**src/rtl/dual_issue_controller_pkg.sv**
```systemverilog
// Shared types and defaults for the dual-issue controller.
//   pipe_sel_t    : target pipe of an instruction (even / odd)
//   issue_state_t : controller state (normal issue / post-branch flush)
//   sb_entry_t    : one scoreboard stage {valid, destination, result latency}
//   raw_hit()     : RAW compare of one source against one scoreboard stage
package dual_issue_controller_pkg;

  localparam int unsigned ADDR_W_DEF    = 7;
  localparam int unsigned LAT_W_DEF     = 3;
  localparam int unsigned DEPTH_DEF     = 7;
  localparam int unsigned FLUSH_CYC_DEF = 2;
  localparam int unsigned CNT_W_DEF     = 16;

  typedef enum logic {
    PIPE_EVEN = 1'b0,
    PIPE_ODD  = 1'b1
  } pipe_sel_t;

  typedef enum logic {
    ST_RUN   = 1'b0,
    ST_FLUSH = 1'b1
  } issue_state_t;

  typedef struct packed {
    logic                  v;
    logic [ADDR_W_DEF-1:0] rt;
    logic [LAT_W_DEF-1:0]  lat;
  } sb_entry_t;

  // A source collides with an in-flight result while that result is still
  // younger than the stage in which it becomes forwardable.
  function automatic logic raw_hit(input sb_entry_t             e,
                                   input int unsigned           stage,
                                   input logic [ADDR_W_DEF-1:0] src,
                                   input logic                  used);
    return used && e.v && (e.rt == src) && (stage < 32'(e.lat));
  endfunction

endpackage

```
**src/rtl/dual_issue_controller_if.sv**
```systemverilog
// Decode-side bundle of the dual-issue controller.
//   i0_* / i1_*  : oldest / younger decoded instruction (valid, pipe, ra/rb/rc,
//                  source-used flags {ra,rb,rc}, write flag, rt, result latency)
//   branch_taken : odd-pipe branch resolved taken
//   consumed, ep_issue/ep_slot, op_issue/op_slot, stall, flush_req,
//   stall_count  : issue decision and status returned to decode
// master = decode/testbench side, slave = controller side.
interface dual_issue_controller_if #(
  parameter int unsigned ADDR_W = 7,
  parameter int unsigned LAT_W  = 3,
  parameter int unsigned CNT_W  = 16
);
  logic              i0_valid;
  logic              i0_pipe;
  logic [ADDR_W-1:0] i0_ra;
  logic [ADDR_W-1:0] i0_rb;
  logic [ADDR_W-1:0] i0_rc;
  logic [2:0]        i0_use;
  logic              i0_wr;
  logic [ADDR_W-1:0] i0_rt;
  logic [LAT_W-1:0]  i0_lat;

  logic              i1_valid;
  logic              i1_pipe;
  logic [ADDR_W-1:0] i1_ra;
  logic [ADDR_W-1:0] i1_rb;
  logic [ADDR_W-1:0] i1_rc;
  logic [2:0]        i1_use;
  logic              i1_wr;
  logic [ADDR_W-1:0] i1_rt;
  logic [LAT_W-1:0]  i1_lat;

  logic              branch_taken;

  logic [1:0]        consumed;
  logic              ep_issue;
  logic              ep_slot;
  logic              op_issue;
  logic              op_slot;
  logic              stall;
  logic              flush_req;
  logic [CNT_W-1:0]  stall_count;

  modport master (
    output i0_valid, i0_pipe, i0_ra, i0_rb, i0_rc, i0_use, i0_wr, i0_rt, i0_lat,
    output i1_valid, i1_pipe, i1_ra, i1_rb, i1_rc, i1_use, i1_wr, i1_rt, i1_lat,
    output branch_taken,
    input  consumed, ep_issue, ep_slot, op_issue, op_slot, stall, flush_req,
    input  stall_count
  );

  modport slave (
    input  i0_valid, i0_pipe, i0_ra, i0_rb, i0_rc, i0_use, i0_wr, i0_rt, i0_lat,
    input  i1_valid, i1_pipe, i1_ra, i1_rb, i1_rc, i1_use, i1_wr, i1_rt, i1_lat,
    input  branch_taken,
    output consumed, ep_issue, ep_slot, op_issue, op_slot, stall, flush_req,
    output stall_count
  );
endinterface

```
**src/rtl/issue_scoreboard.sv**
```systemverilog
// Per-pipe shadow of the in-flight pipe stages plus RAW hazard detection.
//   clock, reset         : system clock, synchronous active-high reset
//   ep_load_i, op_load_i : entry entering stage 1 of the even / odd pipe
//   src_i, use_i         : six source addresses and used flags
//                          {i1_ra,i1_rb,i1_rc,i0_ra,i0_rb,i0_rc}
//   haz_o                : per-slot hazard {slot1, slot0}
module issue_scoreboard
  import dual_issue_controller_pkg::*;
#(
  parameter int unsigned ADDR_W = ADDR_W_DEF,
  parameter int unsigned DEPTH  = DEPTH_DEF
) (
  input  logic                  clock,
  input  logic                  reset,
  input  sb_entry_t             ep_load_i,
  input  sb_entry_t             op_load_i,
  input  logic [5:0][ADDR_W-1:0] src_i,
  input  logic [5:0]            use_i,
  output logic [1:0]            haz_o
);

  // Index k holds the instruction issued k+1 cycles ago.
  sb_entry_t ep_q [DEPTH];
  sb_entry_t op_q [DEPTH];
  logic [5:0] hit;

  always_ff @(posedge clock) begin
    if (reset) begin
      for (int unsigned k = 0; k < DEPTH; k++) begin
        ep_q[k] <= '0;
        op_q[k] <= '0;
      end
    end else begin
      ep_q[0] <= ep_load_i;
      op_q[0] <= op_load_i;
      for (int unsigned k = 1; k < DEPTH; k++) begin
        ep_q[k] <= ep_q[k-1];
        op_q[k] <= op_q[k-1];
      end
    end
  end

  always_comb begin
    hit = '0;
    for (int unsigned s = 0; s < 6; s++) begin
      for (int unsigned k = 0; k < DEPTH; k++) begin
        if (raw_hit(ep_q[k], k + 32'd1, src_i[s], use_i[s]) ||
            raw_hit(op_q[k], k + 32'd1, src_i[s], use_i[s])) begin
          hit[s] = 1'b1;
        end
      end
    end
  end

  assign haz_o = {|hit[5:3], |hit[2:0]};

endmodule

```
**src/rtl/dual_issue_controller.sv**
```systemverilog
// In-order dual-issue scheduler between decode and the even/odd pipes.
//   clock, reset : system clock, synchronous active-high reset
//   bus (slave)  : two decoded slots and branch_taken in; issue decision,
//                  stall, flush_req and saturating stall_count out
// Issue outputs are combinational; state, flush counter, scoreboard and
// stall counter are registered. All outputs read 0 while reset is high.
module dual_issue_controller
  import dual_issue_controller_pkg::*;
#(
  parameter int unsigned ADDR_W    = ADDR_W_DEF,
  parameter int unsigned DEPTH     = DEPTH_DEF,
  parameter int unsigned LAT_W     = LAT_W_DEF,
  parameter int unsigned FLUSH_CYC = FLUSH_CYC_DEF,
  parameter int unsigned CNT_W     = CNT_W_DEF
) (
  input  logic                   clock,
  input  logic                   reset,
  dual_issue_controller_if.slave bus
);

  issue_state_t          state_q, state_d;
  logic [2:0]            flush_cnt_q, flush_cnt_d;
  logic [CNT_W-1:0]      stall_cnt_q, stall_cnt_d;

  logic [1:0]            haz;
  logic [5:0][ADDR_W-1:0] src;
  logic [5:0]            src_use;

  logic                  i1_struct, i1_dep, i1_waw;
  logic                  run_ok, iss0, iss1;
  logic                  ep_issue, ep_slot, op_issue, op_slot;
  logic                  ep_wr, op_wr;
  logic [ADDR_W-1:0]     ep_rt, op_rt;
  logic [LAT_W-1:0]      ep_lat, op_lat;
  sb_entry_t             ep_load, op_load;
  logic [1:0]            consumed;
  logic                  stall, flush_req;

  // Ordered so that bit s of src_use is the used flag of src[s].
  assign src     = {bus.i1_ra, bus.i1_rb, bus.i1_rc, bus.i0_ra, bus.i0_rb, bus.i0_rc};
  assign src_use = {bus.i1_use, bus.i0_use};

  issue_scoreboard #(
    .ADDR_W (ADDR_W),
    .DEPTH  (DEPTH)
  ) u_sb (
    .clock     (clock),
    .reset     (reset),
    .ep_load_i (ep_load),
    .op_load_i (op_load),
    .src_i     (src),
    .use_i     (src_use),
    .haz_o     (haz)
  );

  // Issue decision. i1 can only go when i0 goes (in-order), and branch_taken
  // or FLUSH blocks everything.
  always_comb begin
    i1_struct = (bus.i1_pipe != bus.i0_pipe);
    i1_dep    = bus.i0_wr && ((bus.i1_use[2] && (bus.i1_ra == bus.i0_rt)) ||
                              (bus.i1_use[1] && (bus.i1_rb == bus.i0_rt)) ||
                              (bus.i1_use[0] && (bus.i1_rc == bus.i0_rt)));
    i1_waw    = bus.i0_wr && bus.i1_wr && (bus.i1_rt == bus.i0_rt);
    run_ok    = !reset && (state_q == ST_RUN) && !bus.branch_taken;
    iss0      = run_ok && bus.i0_valid && !haz[0];
    iss1      = iss0 && bus.i1_valid && i1_struct && !haz[1] && !i1_dep && !i1_waw;
  end

  // Route issued slots to pipes and build the stage-1 scoreboard entries.
  always_comb begin
    ep_issue = 1'b0;
    ep_slot  = 1'b0;
    op_issue = 1'b0;
    op_slot  = 1'b0;
    if (iss0) begin
      if (pipe_sel_t'(bus.i0_pipe) == PIPE_ODD) op_issue = 1'b1;
      else                                      ep_issue = 1'b1;
    end
    if (iss1) begin
      if (pipe_sel_t'(bus.i1_pipe) == PIPE_ODD) begin
        op_issue = 1'b1;
        op_slot  = 1'b1;
      end else begin
        ep_issue = 1'b1;
        ep_slot  = 1'b1;
      end
    end

    ep_wr  = ep_slot ? bus.i1_wr  : bus.i0_wr;
    ep_rt  = ep_slot ? bus.i1_rt  : bus.i0_rt;
    ep_lat = ep_slot ? bus.i1_lat : bus.i0_lat;
    op_wr  = op_slot ? bus.i1_wr  : bus.i0_wr;
    op_rt  = op_slot ? bus.i1_rt  : bus.i0_rt;
    op_lat = op_slot ? bus.i1_lat : bus.i0_lat;

    ep_load     = '0;
    ep_load.v   = ep_issue && ep_wr;
    ep_load.rt  = ep_rt;
    ep_load.lat = ep_lat;
    op_load     = '0;
    op_load.v   = op_issue && op_wr;
    op_load.rt  = op_rt;
    op_load.lat = op_lat;

    consumed = iss1 ? 2'd2 : (iss0 ? 2'd1 : 2'd0);
    stall    = !reset && bus.i0_valid && !iss0;
  end

  // Flush FSM: branch_taken (re)loads the counter from either state; FLUSH
  // returns to RUN after the cycle in which the counter reads 1.
  always_comb begin
    state_d     = state_q;
    flush_cnt_d = flush_cnt_q;
    flush_req   = 1'b0;
    if (bus.branch_taken) begin
      state_d     = ST_FLUSH;
      flush_cnt_d = 3'(FLUSH_CYC);
      flush_req   = 1'b1;
    end else if (state_q == ST_FLUSH) begin
      if (flush_cnt_q <= 3'd1) state_d = ST_RUN;
      else                     flush_cnt_d = flush_cnt_q - 3'd1;
    end
  end

  always_comb begin
    stall_cnt_d = stall_cnt_q;
    if (stall && (stall_cnt_q != '1)) stall_cnt_d = stall_cnt_q + CNT_W'(1);
  end

  always_ff @(posedge clock) begin
    if (reset) begin
      state_q     <= ST_RUN;
      flush_cnt_q <= '0;
      stall_cnt_q <= '0;
    end else begin
      state_q     <= state_d;
      flush_cnt_q <= flush_cnt_d;
      stall_cnt_q <= stall_cnt_d;
    end
  end

  assign bus.consumed    = consumed;
  assign bus.ep_issue    = ep_issue;
  assign bus.ep_slot     = ep_slot;
  assign bus.op_issue    = op_issue;
  assign bus.op_slot     = op_slot;
  assign bus.stall       = stall;
  assign bus.flush_req   = flush_req && !reset;
  assign bus.stall_count = reset ? '0 : stall_cnt_q;

endmodule

```
**src/flat_wrapper.sv**
```systemverilog
// flat-port wrapper written by rule: the top's interface ports become plain ports
module dual_issue_controller_flat import dual_issue_controller_pkg::*;
#(
  parameter int unsigned ADDR_W    = ADDR_W_DEF,
  parameter int unsigned DEPTH     = DEPTH_DEF,
  parameter int unsigned LAT_W     = LAT_W_DEF,
  parameter int unsigned FLUSH_CYC = FLUSH_CYC_DEF,
  parameter int unsigned CNT_W     = CNT_W_DEF
)
  (clock, reset, bus_i0_valid, bus_i0_pipe, bus_i0_ra, bus_i0_rb, bus_i0_rc, bus_i0_use, bus_i0_wr, bus_i0_rt, bus_i0_lat, bus_i1_valid, bus_i1_pipe, bus_i1_ra, bus_i1_rb, bus_i1_rc, bus_i1_use, bus_i1_wr, bus_i1_rt, bus_i1_lat, bus_branch_taken, bus_consumed, bus_ep_issue, bus_ep_slot, bus_op_issue, bus_op_slot, bus_stall, bus_flush_req, bus_stall_count);
  dual_issue_controller_if #(.ADDR_W(ADDR_W), .LAT_W(LAT_W), .CNT_W(CNT_W)) bus_i ();
  input  logic clock;
  input  logic reset;
  input wire logic [$bits(bus_i.i0_valid)-1:0] bus_i0_valid;
  input wire logic [$bits(bus_i.i0_pipe)-1:0] bus_i0_pipe;
  input wire logic [$bits(bus_i.i0_ra)-1:0] bus_i0_ra;
  input wire logic [$bits(bus_i.i0_rb)-1:0] bus_i0_rb;
  input wire logic [$bits(bus_i.i0_rc)-1:0] bus_i0_rc;
  input wire logic [$bits(bus_i.i0_use)-1:0] bus_i0_use;
  input wire logic [$bits(bus_i.i0_wr)-1:0] bus_i0_wr;
  input wire logic [$bits(bus_i.i0_rt)-1:0] bus_i0_rt;
  input wire logic [$bits(bus_i.i0_lat)-1:0] bus_i0_lat;
  input wire logic [$bits(bus_i.i1_valid)-1:0] bus_i1_valid;
  input wire logic [$bits(bus_i.i1_pipe)-1:0] bus_i1_pipe;
  input wire logic [$bits(bus_i.i1_ra)-1:0] bus_i1_ra;
  input wire logic [$bits(bus_i.i1_rb)-1:0] bus_i1_rb;
  input wire logic [$bits(bus_i.i1_rc)-1:0] bus_i1_rc;
  input wire logic [$bits(bus_i.i1_use)-1:0] bus_i1_use;
  input wire logic [$bits(bus_i.i1_wr)-1:0] bus_i1_wr;
  input wire logic [$bits(bus_i.i1_rt)-1:0] bus_i1_rt;
  input wire logic [$bits(bus_i.i1_lat)-1:0] bus_i1_lat;
  input wire logic [$bits(bus_i.branch_taken)-1:0] bus_branch_taken;
  output wire logic [$bits(bus_i.consumed)-1:0] bus_consumed;
  output wire logic [$bits(bus_i.ep_issue)-1:0] bus_ep_issue;
  output wire logic [$bits(bus_i.ep_slot)-1:0] bus_ep_slot;
  output wire logic [$bits(bus_i.op_issue)-1:0] bus_op_issue;
  output wire logic [$bits(bus_i.op_slot)-1:0] bus_op_slot;
  output wire logic [$bits(bus_i.stall)-1:0] bus_stall;
  output wire logic [$bits(bus_i.flush_req)-1:0] bus_flush_req;
  output wire logic [$bits(bus_i.stall_count)-1:0] bus_stall_count;
  assign bus_i.i0_valid = bus_i0_valid;
  assign bus_i.i0_pipe = bus_i0_pipe;
  assign bus_i.i0_ra = bus_i0_ra;
  assign bus_i.i0_rb = bus_i0_rb;
  assign bus_i.i0_rc = bus_i0_rc;
  assign bus_i.i0_use = bus_i0_use;
  assign bus_i.i0_wr = bus_i0_wr;
  assign bus_i.i0_rt = bus_i0_rt;
  assign bus_i.i0_lat = bus_i0_lat;
  assign bus_i.i1_valid = bus_i1_valid;
  assign bus_i.i1_pipe = bus_i1_pipe;
  assign bus_i.i1_ra = bus_i1_ra;
  assign bus_i.i1_rb = bus_i1_rb;
  assign bus_i.i1_rc = bus_i1_rc;
  assign bus_i.i1_use = bus_i1_use;
  assign bus_i.i1_wr = bus_i1_wr;
  assign bus_i.i1_rt = bus_i1_rt;
  assign bus_i.i1_lat = bus_i1_lat;
  assign bus_i.branch_taken = bus_branch_taken;
  assign bus_consumed = bus_i.consumed;
  assign bus_ep_issue = bus_i.ep_issue;
  assign bus_ep_slot = bus_i.ep_slot;
  assign bus_op_issue = bus_i.op_issue;
  assign bus_op_slot = bus_i.op_slot;
  assign bus_stall = bus_i.stall;
  assign bus_flush_req = bus_i.flush_req;
  assign bus_stall_count = bus_i.stall_count;
  dual_issue_controller #(.ADDR_W(ADDR_W), .DEPTH(DEPTH), .LAT_W(LAT_W), .FLUSH_CYC(FLUSH_CYC), .CNT_W(CNT_W)) u_core (.clock(clock), .reset(reset), .bus(bus_i));
endmodule
```
**config.mk**
```make
export PLATFORM = sky130hd
export DESIGN_NAME = dual_issue_controller_flat
export DESIGN_NICKNAME = d
export VERILOG_FILES = /design/src/rtl/dual_issue_controller_pkg.sv /design/src/rtl/dual_issue_controller_if.sv /design/src/rtl/issue_scoreboard.sv /design/src/rtl/dual_issue_controller.sv /design/src/flat_wrapper.sv
export SDC_FILE = /design/constraint.sdc
export NUM_CORES = 1
export LEC_CHECK = 0
export CAP_MARGIN = 15
export CORE_MARGIN = 2
export CORE_UTILIZATION = 40
export DETAILED_ROUTE_END_ITERATION = 10
export MAX_ROUTING_LAYER = met4
export PLACE_DENSITY = 0.7
export SLEW_MARGIN = 20
export SYNTH_ARGS = -nofsm -noshare
export SYNTH_HDL_FRONTEND = slang
export SYNTH_SLANG_ARGS = --single-unit
```
**constraint.sdc**
```tcl
create_clock -name clock -period 4.3 [get_ports clock]
set_clock_uncertainty 0.2 [all_clocks]
set_input_delay 0.86 -clock clock [delete_from_list [all_inputs] [get_ports clock]]
set_output_delay 0.86 -clock clock [all_outputs]
set_load 0.005 [all_outputs]
```
==> summary.md, run 1 <==
| Metric | Value |
|---|---|
| Worst-Skew Late Latency | `approximately 0.44 ns` |
| IR drop worst, VDD | `0.000254 V` |
| Hpwl dp | `33500 um` |
| Post-synth EDFFs | `0` |
| Total power | `4.03 mW` |
| Failing checks | `negative setup slack` |
| # DRC | `0` |
| DR iter-0 viols | `1036` |
| Post-Syn Area per Cell | `8.47 um^2` |
| Largest net degree at the start of global routing | `94` |
| Fin crit share | `102%` |
| CTS Buffer Depth | `2` |
| Setup-failing EPs final | `4` |
| Antenna Nets Post-Route | `0` |
| Post-synthesis sequential area ratio | `25.3%` |
| Cells after Synth | `1417` |
| Most frequent cell after synthesis | `xnor2_1` |
| Die Area | `0.0314 mm^2` |
| Synth Area in XOR/XNOR | `about two fifths` |
| Slack of the critical path | `-0.0752 ns` |
| Area occupied by registers | `0.00304 mm^2` |
| Remaining global-route overflow | `0` |
| Post-Synth Adder-Cell Area | `less than 1%` |
| Non-Filler Instances | `2000` |
| Die Y | `177 um` |
| Total track usage | `between 20% and 30%` |
| DP Cell Count | `1927` |
| Clock root buffer master | `clkbuf_16` |
| CTS tree | `yes` |
| Critical Path Source Type | `primary input` |
| Synth Flop Type | `dfxtp_1` |
| Final core utilization | `52.7%` |
| Yosys cell types | `53` |
| Initial Util | `just over 40%` |
| Final nets | `1677` |
| Largest family of logic cells by synthesized area | `XOR/XNOR gates` |
| Final worst path period need | `4.38 ns` |
| Area of the core | `0.0296 mm^2` |
| Via density | `between 5 and 6` |
| Synthesis-to-layout area growth | `30.2%` |
| Row Count | `63` |
| CTS Hold Bufs | `0` |
| Max Cap Violations | `0` |
| Worst Tran Pin Value | `1.01 ns` |
| Vias in the first global route | `11000` |
| CP Capture Type | `primary output` |
| Crit path arrival time | `3.32 ns` |
| TritonCTS Buffers | `17` |
| First-pass GRT wire length | `between 60000 and 70000 um` |
| Most frequent cells after synthesis | `xnor2_1 (340), xor2_1 (195), dfxtp_1 (152), nor2b_1 (125), clkbuf_1 (107)` |
| Post-synthesis compound-gate area fraction | `2.96%` |
| F_max | `approximately 0.23 GHz` |
| Max-slew violations | `0` |
| Max H-tree Level | `4` |
| Final Hold Vio Count | `0` |
| Top cell type's share of synthesized area | `25.3%` |
| Largest cells by area after synthesis | `dfxtp_1 (25%), xnor2_1 (25%), xor2_1 (14%)` |
| Yosys warns | `0` |
| Routability cong. | `1.00` |
| Initial antenna violation count | `0` |
| Avg WL per Cell | `22.6 um` |
| Worst Hold Class | `reg2reg` |
| Fillers | `2729` |
| Worst-path clk slew | `around 0.06 ns` |
| Die Wd | `~180 um` |
| P per Cell Area | `258 mW/mm^2` |
| I/O pins | `101` |
| Mux contribution to synthesized area | `2.79%` |
| Via count | `11000` |
| Syn_nets | `~1500` |
| Dominant cell type by area after synthesis | `dfxtp_1` |
| # port buffers | `100` |
| Leakage power | `between 6 and 7 nW` |
| Synthesized cell area | `0.0120 mm^2` |
| CP required | `3.24 ns` |
| Multi-input gate area | `0.00830 mm^2` |
| ANT cells | `0` |
| RSZ-0062 raised after global routing | `true` |
| Clk sinks | `152` |
| Async set-reset flop share out of synthesis | `0%` |
| Status | `finished, violations left` |
| Pre-CTS setup slack | `-0.915 ns` |
| Total iterations of the first detailed-routing run | `5` |
| Crit Path Max Fanout | `3` |
| Slew margin rel. | `33.0%` |
| Routed WL | `45300 um` |
| Crit path kind | `in2out` |
| Synth Area in Simple Gates | `22.4%` |
| Register bit count reported by yosys | `152` |
| Fraction of layout cells with a size suffix above 1 | `roughly a fifth` |
-- metrics by stage --
stage               hold slack (ns)  cell area (um^2)  setup TNS (ns)
global placement              0.221             14400           -7.24
CTS                           0.233             15400          -0.287
floorplan                     0.214             12000               0
global route                  0.251             15600          -0.657
detailed placement            0.223             14400           -5.96
finish                        0.231             15600          -0.241
-- final cells by class --
| type | instances | share of cell area, % |
|---|---|---|
| Inverter | 7 | 0.168 |
| Sequential cell | 152 | 19.5 |
| Clock inverter | 14 | 1.16 |
| Clock buffer | 18 | 2.81 |
| Tap cell | 390 | 3.12 |
| Timing Repair Buffer | 349 | 20.2 |
| Multi-Input combinational cell | 1070 | 53.1 |
-- flip-flops by register name, indices dropped and copies added, names as in the netlist --
name and count:
u_core.flush_cnt_q 3, u_core.u_sb.op_q 66, u_core.state_q 1, u_core.stall_cnt_q 16
u_core.u_sb.ep_q 66
-- logic make-up (layout without fill, tap and decap cells) --
kind of cell	count (synthesis)	count (layout)
muxes	30	30
buffers and inverters	195	388
xor gates and xnor gates	535	535
AOI/OAI and AO/OA	53	53
adders and majority gates	3	3
DFF	152	152
and+or+nand+nor	449	449
-- where the power goes --
group / internal [mW] / switching, mW / total, mW
sequential: 1.44 / 0.0641 / 1.51
clock: 0.900 / 0.716 / 1.62
combinational: 0.461 / 0.449 / 0.910
total: 2.80 / 1.23 / 4.03
-- path summary, 6_finish.rpt --
path                            cells after the start  slack [ns]                                 to                               from
worst max register to register                     10        0.83  u_core.u_sb.ep_q[0][7]$_SDFF_PP0_          u_core.state_q$_SDFF_PP0_
worst min register to register                      1        0.23  u_core.u_sb.op_q[5][0]$_SDFF_PP0_  u_core.u_sb.op_q[4][0]$_SDFF_PP0_
worst min-delay path                                1        0.23  u_core.u_sb.op_q[5][0]$_SDFF_PP0_  u_core.u_sb.op_q[4][0]$_SDFF_PP0_
worst max-delay path                                9       -0.08                       bus_ep_issue                              reset
-- timing repair --
action,CTS,global route
buffers inserted,27,15
pin swaps,27,19
gates resized for setup,139,54
setup endpoints to repair,7,7
-- critical path, cell delays in order --
cell and delay, ns:
buf_6 0.09, or4b_4 0.51, or4_4 0.49, or4_4 0.60, nor4_4 0.20, and4b_1 0.27
buf_4 0.12, a21o_1 0.07, buf_2 0.10
-- cell usage in the layout, fill, tap and decap left out, types with 12 or more instances in the layout --
cell type / instances
xnor2_1: 338
dfxtp_1: 152
buf_4: 198
nand4_1: 86
nand2b_1: 20
mux2i_1: 20
nand3_1: 46
and3_1: 12
nor2_1: 24
buf_12: 17
xor2_1: 190
nor3_1: 24
dlygate4sd2_1: 24
nor4_1: 48
clkdlybuf4s50_1: 41
clkbuf_16: 17
buf_6: 36
nor2b_1: 125
nand2_1: 18
-- routing by layer --
layer  track usage [%]  vias to the layer above  routed length, um
met5                 -                        -                  0
met4              16.0                        0               2760
met3              5.18                      163               3580
met2              47.2                      582              20900
met1              36.1                     5284              18000
li1                  -                     4983                  -
Note: power is estimated with default switching activity, not from simulation.
==> inputs of run 2 (changes only) <==
--- a/config.mk
+++ b/config.mk
@@ -10,7 +10,7 @@
 export CORE_UTILIZATION = 40
 export DETAILED_ROUTE_END_ITERATION = 10
 export MAX_ROUTING_LAYER = met4
-export PLACE_DENSITY = 0.7
+export PLACE_DENSITY = 0.68
 export SLEW_MARGIN = 20
 export SYNTH_ARGS = -nofsm -noshare
 export SYNTH_HDL_FRONTEND = slang
==> constraint.sdc (replaced) <==
create_clock -name clock -period 5.1 [get_ports clock]
set_clock_uncertainty 0.2 [all_clocks]
set_input_delay 1.02 -clock clock [delete_from_list [all_inputs] [get_ports clock]]
set_output_delay 1.02 -clock clock [all_outputs]
set_load 0.005 [all_outputs]
==> run 2 against run 1 <==
Compared with the run above: the flow now finishes without violations; worst setup slack better by 0.14 ns; first-iteration DRC count is 1.4% higher; routed wire length increased by 0.66%; power decreased by 17%; register-to-register slack improved by 0.62 ns.
==> summary.md, run 2 (synthesis results as in run 1) <==
| Metric | Value |
|---|---|
| Worst-path clk slew | `0.07 ns (about the same)` |
| Total power | `3.34 mW (-17%)` |
| Final worst path period need | `just over 5 ns` |
| R2R setup slack | `1.45 ns (+0.62 ns)` |
| Hold-critical path endpoint | `u_core.u_sb.op_q[5][0]$_SDFF_PP0_` |
| CTS Buffer Depth | `2 (unchanged)` |
| Met3 wire length | `4150 um (+16%)` |
| TritonCTS Buffers | `17 (unchanged)` |
| Crit path kind | `in2out` |
| CP required | `3.88 ns (+0.64 ns)` |
| Max-slew violations | `0 (unchanged)` |
| Crit Reg-Reg Endpoint | `u_core.stall_cnt_q[4]$_SDFFE_PP0P_` |
| Worst Tran Pin Value | `0.847 ns (-0.158 ns)` |
| Fraction of layout cells with a size suffix above 1 | `15.3% (-6.0 points)` |
| Non-Filler Instances | `1923 (-3.9%)` |
| Biggest regs | `u_core.u_sb.ep_q (66), u_core.u_sb.op_q (66), u_core.stall_cnt_q (16)` |
| Via count | `10800 (-1.7%)` |
| Crit path arrival time | `3.81 ns (+0.49 ns)` |
| Commonest non-fill, non-tap cell in the layout | `xnor2_1` |
| Max Cap Violations | `0 (unchanged)` |
| Crit Path Max Fanout | `3 (unchanged)` |
| Clk sinks | `152 (unchanged)` |
| Fin crit share | `98.7%` |
| Area of the core | `0.0296 mm^2 (unchanged)` |
| Remaining global-route overflow | `0 (unchanged)` |
| Avg WL per Cell | `23.7 um (+4.7%)` |
| DR iter-0 viols | `1051 (+1.4%)` |
| Initial Util | `40.5% (unchanged)` |
| Row Count | `63 (unchanged)` |
| Die Y | `177 um (unchanged)` |
| Die Wd | `177 um (unchanged)` |
| Via density | `5.63 (+2.3%)` |
| Setup-failing EPs final | `0 (-4)` |
| Min-Delay Path Depth | `1 (unchanged)` |
| Routability cong. | `1.00 (+0.54%)` |
| # DRC | `0 (unchanged)` |
| Die Area | `0.0314 mm^2 (unchanged)` |
| Routed WL | `45600 um (+0.66%)` |
| Initial antenna violation count | `3 (+3)` |
| Area occupied by registers | `0.00304 mm^2 (unchanged)` |
| Antenna Nets Post-Route | `0 (unchanged)` |
| First-pass GRT wire length | `67300 um (-0.92%)` |
| I/O pins | `101 (unchanged)` |
| Worst-Skew Late Latency | `0.44 ns (about the same)` |
| Worst Hold Class | `reg2reg` |
| Top Metal Used | `met4` |
| # port buffers | `100 (unchanged)` |
| Worst reg2reg startpoint | `u_core.u_sb.op_q[2][5]$_SDFF_PP0_` |
| Multi-input gate area | `0.00819 mm^2 (-1.3%)` |
| Commonest non-fill, non-tap cells in the layout | `xnor2_1 (340), xor2_1 (194), dfxtp_1 (152)` |
| DP Cell Count | `1875 (-2.7%)` |
| Slew margin rel. | `43.5% (+11 points)` |
| CTS tree | `yes` |
| WL met1 | `18400 um (+2.2%)` |
| P per Cell Area | `224 mW/mm^2 (-13%)` |
| Synthesis-to-layout area growth | `24.0%` |
| Total iterations of the first detailed-routing run | `5 (unchanged)` |
| Clock root buffer master | `clkbuf_16` |
| Hpwl dp | `33200 um (-0.89%)` |
| Final Hold Vio Count | `0 (unchanged)` |
| Fillers | `2784 (+2.0%)` |
| IR drop worst, VDD | `0.000197 V (-22%)` |
| HP Start | `u_core.u_sb.op_q[4][0]$_SDFF_PP0_` |
| WL met2 | `20200 um (-3.6%)` |
| Vias in the first global route | `10600 (-3.8%)` |
| Leakage power | `5.61 nW (-8.0%)` |
| Critical Path Source Type | `primary input` |
| Largest net degree at the start of global routing | `86 (-8.5%)` |
| Max H-tree Level | `4 (unchanged)` |
| Total track usage | `30.0% (+0.18 points)` |
| R2R depth | `10 (unchanged)` |
| Status | `complete, no violations` |
| F_max | `between 0.15 and 0.2 GHz` |
| CTS Hold Bufs | `0 (unchanged)` |
| Final nets | `1598 (-4.7%)` |
| CP Capture Type | `primary output` |
==> run 2: cell types whose count changed in the layout (fill, tap and decap cells not counted), moves of 3 or more <==
cell / delta
clkdlybuf4s15_1: -9
xor2_2: -4
dlymetal6s2s_1: -3
diode_2: +3
buf_6: -25
clkbuf_2: -5
buf_4: -60
clkdlybuf4s50_1: +27
inv_8: -3
xor2_1: +4
buf_2: -5
==> run 2: layer usage <==
layer / vias up / GRT usage, %
li1: 4839 / -
met1: 5182 / 37.1
met2: 611 / 45.3
met3: 196 / 6.08
met4: 0 / 17.3
met5: - / -
==> run 2: area by class of cell <==
type,count,share of cell area [%]
sequential,152,20.4
inverter,7,0.176
clock buffer,18,2.88
antenna,3,0.0504
timing repair buffer,270,17.1
clock inverter,13,1.09
multi-input combinational,1070,55.0
tap,390,3.28
==> run 2: report_power, final <==
part / switching, mW / internal (mW) / total, mW
registers: 0.0532 / 1.22 / 1.27
clock network: 0.597 / 0.736 / 1.33
logic: 0.374 / 0.364 / 0.738
==> run 2: worst max path at each step <==
stage,startpoint,end,depth (start not counted)
after detailed placement,bus_i0_valid,bus_op_issue,8
after global placement,bus_i0_ra[0],bus_op_issue,10
after global routing,bus_i1_rc[5],bus_op_issue,13
after CTS,bus_i1_ra[6],bus_op_issue,13
final,bus_branch_taken,bus_consumed[0],7
after floorplan,reset,bus_ep_issue,8
==> run 2: timing repair <==
action / CTS / global route
setup buffers: 14 / 1
resized for setup: 69 / 22
gates cloned: 0 / 0
pin swaps: 9 / 7
setup endpoints to repair: 7 / 5
==> run 2: critical path, stage by stage <==
cell             delay (ns)
dlygate4sd2_1          0.25
or4b_4                 0.49
or4_4                  0.55
or4_4                  0.60
or4_4                  0.57
nor2_1                 0.13
clkdlybuf4s15_1        0.21
==> run 2: per-stage QoR <==
stage | hold slack, ns | TNS, ns | setup slack (ns) | instance area, um^2 | util, %
floorplan | 0.214 | 0 | 0.544 | 12000 | -
global placement | 0.221 | -2.49 | -0.420 | 14000 | 47.2
detailed placement | 0.223 | -2.39 | -0.425 | 14000 | 47.2
CTS | 0.241 | 0 | 0.00160 | 14800 | 50.0
global route | 0.263 | -0.0154 | -0.00931 | 14900 | 50.2
finish | 0.237 | 0 | 0.0673 | 14900 | 50.2
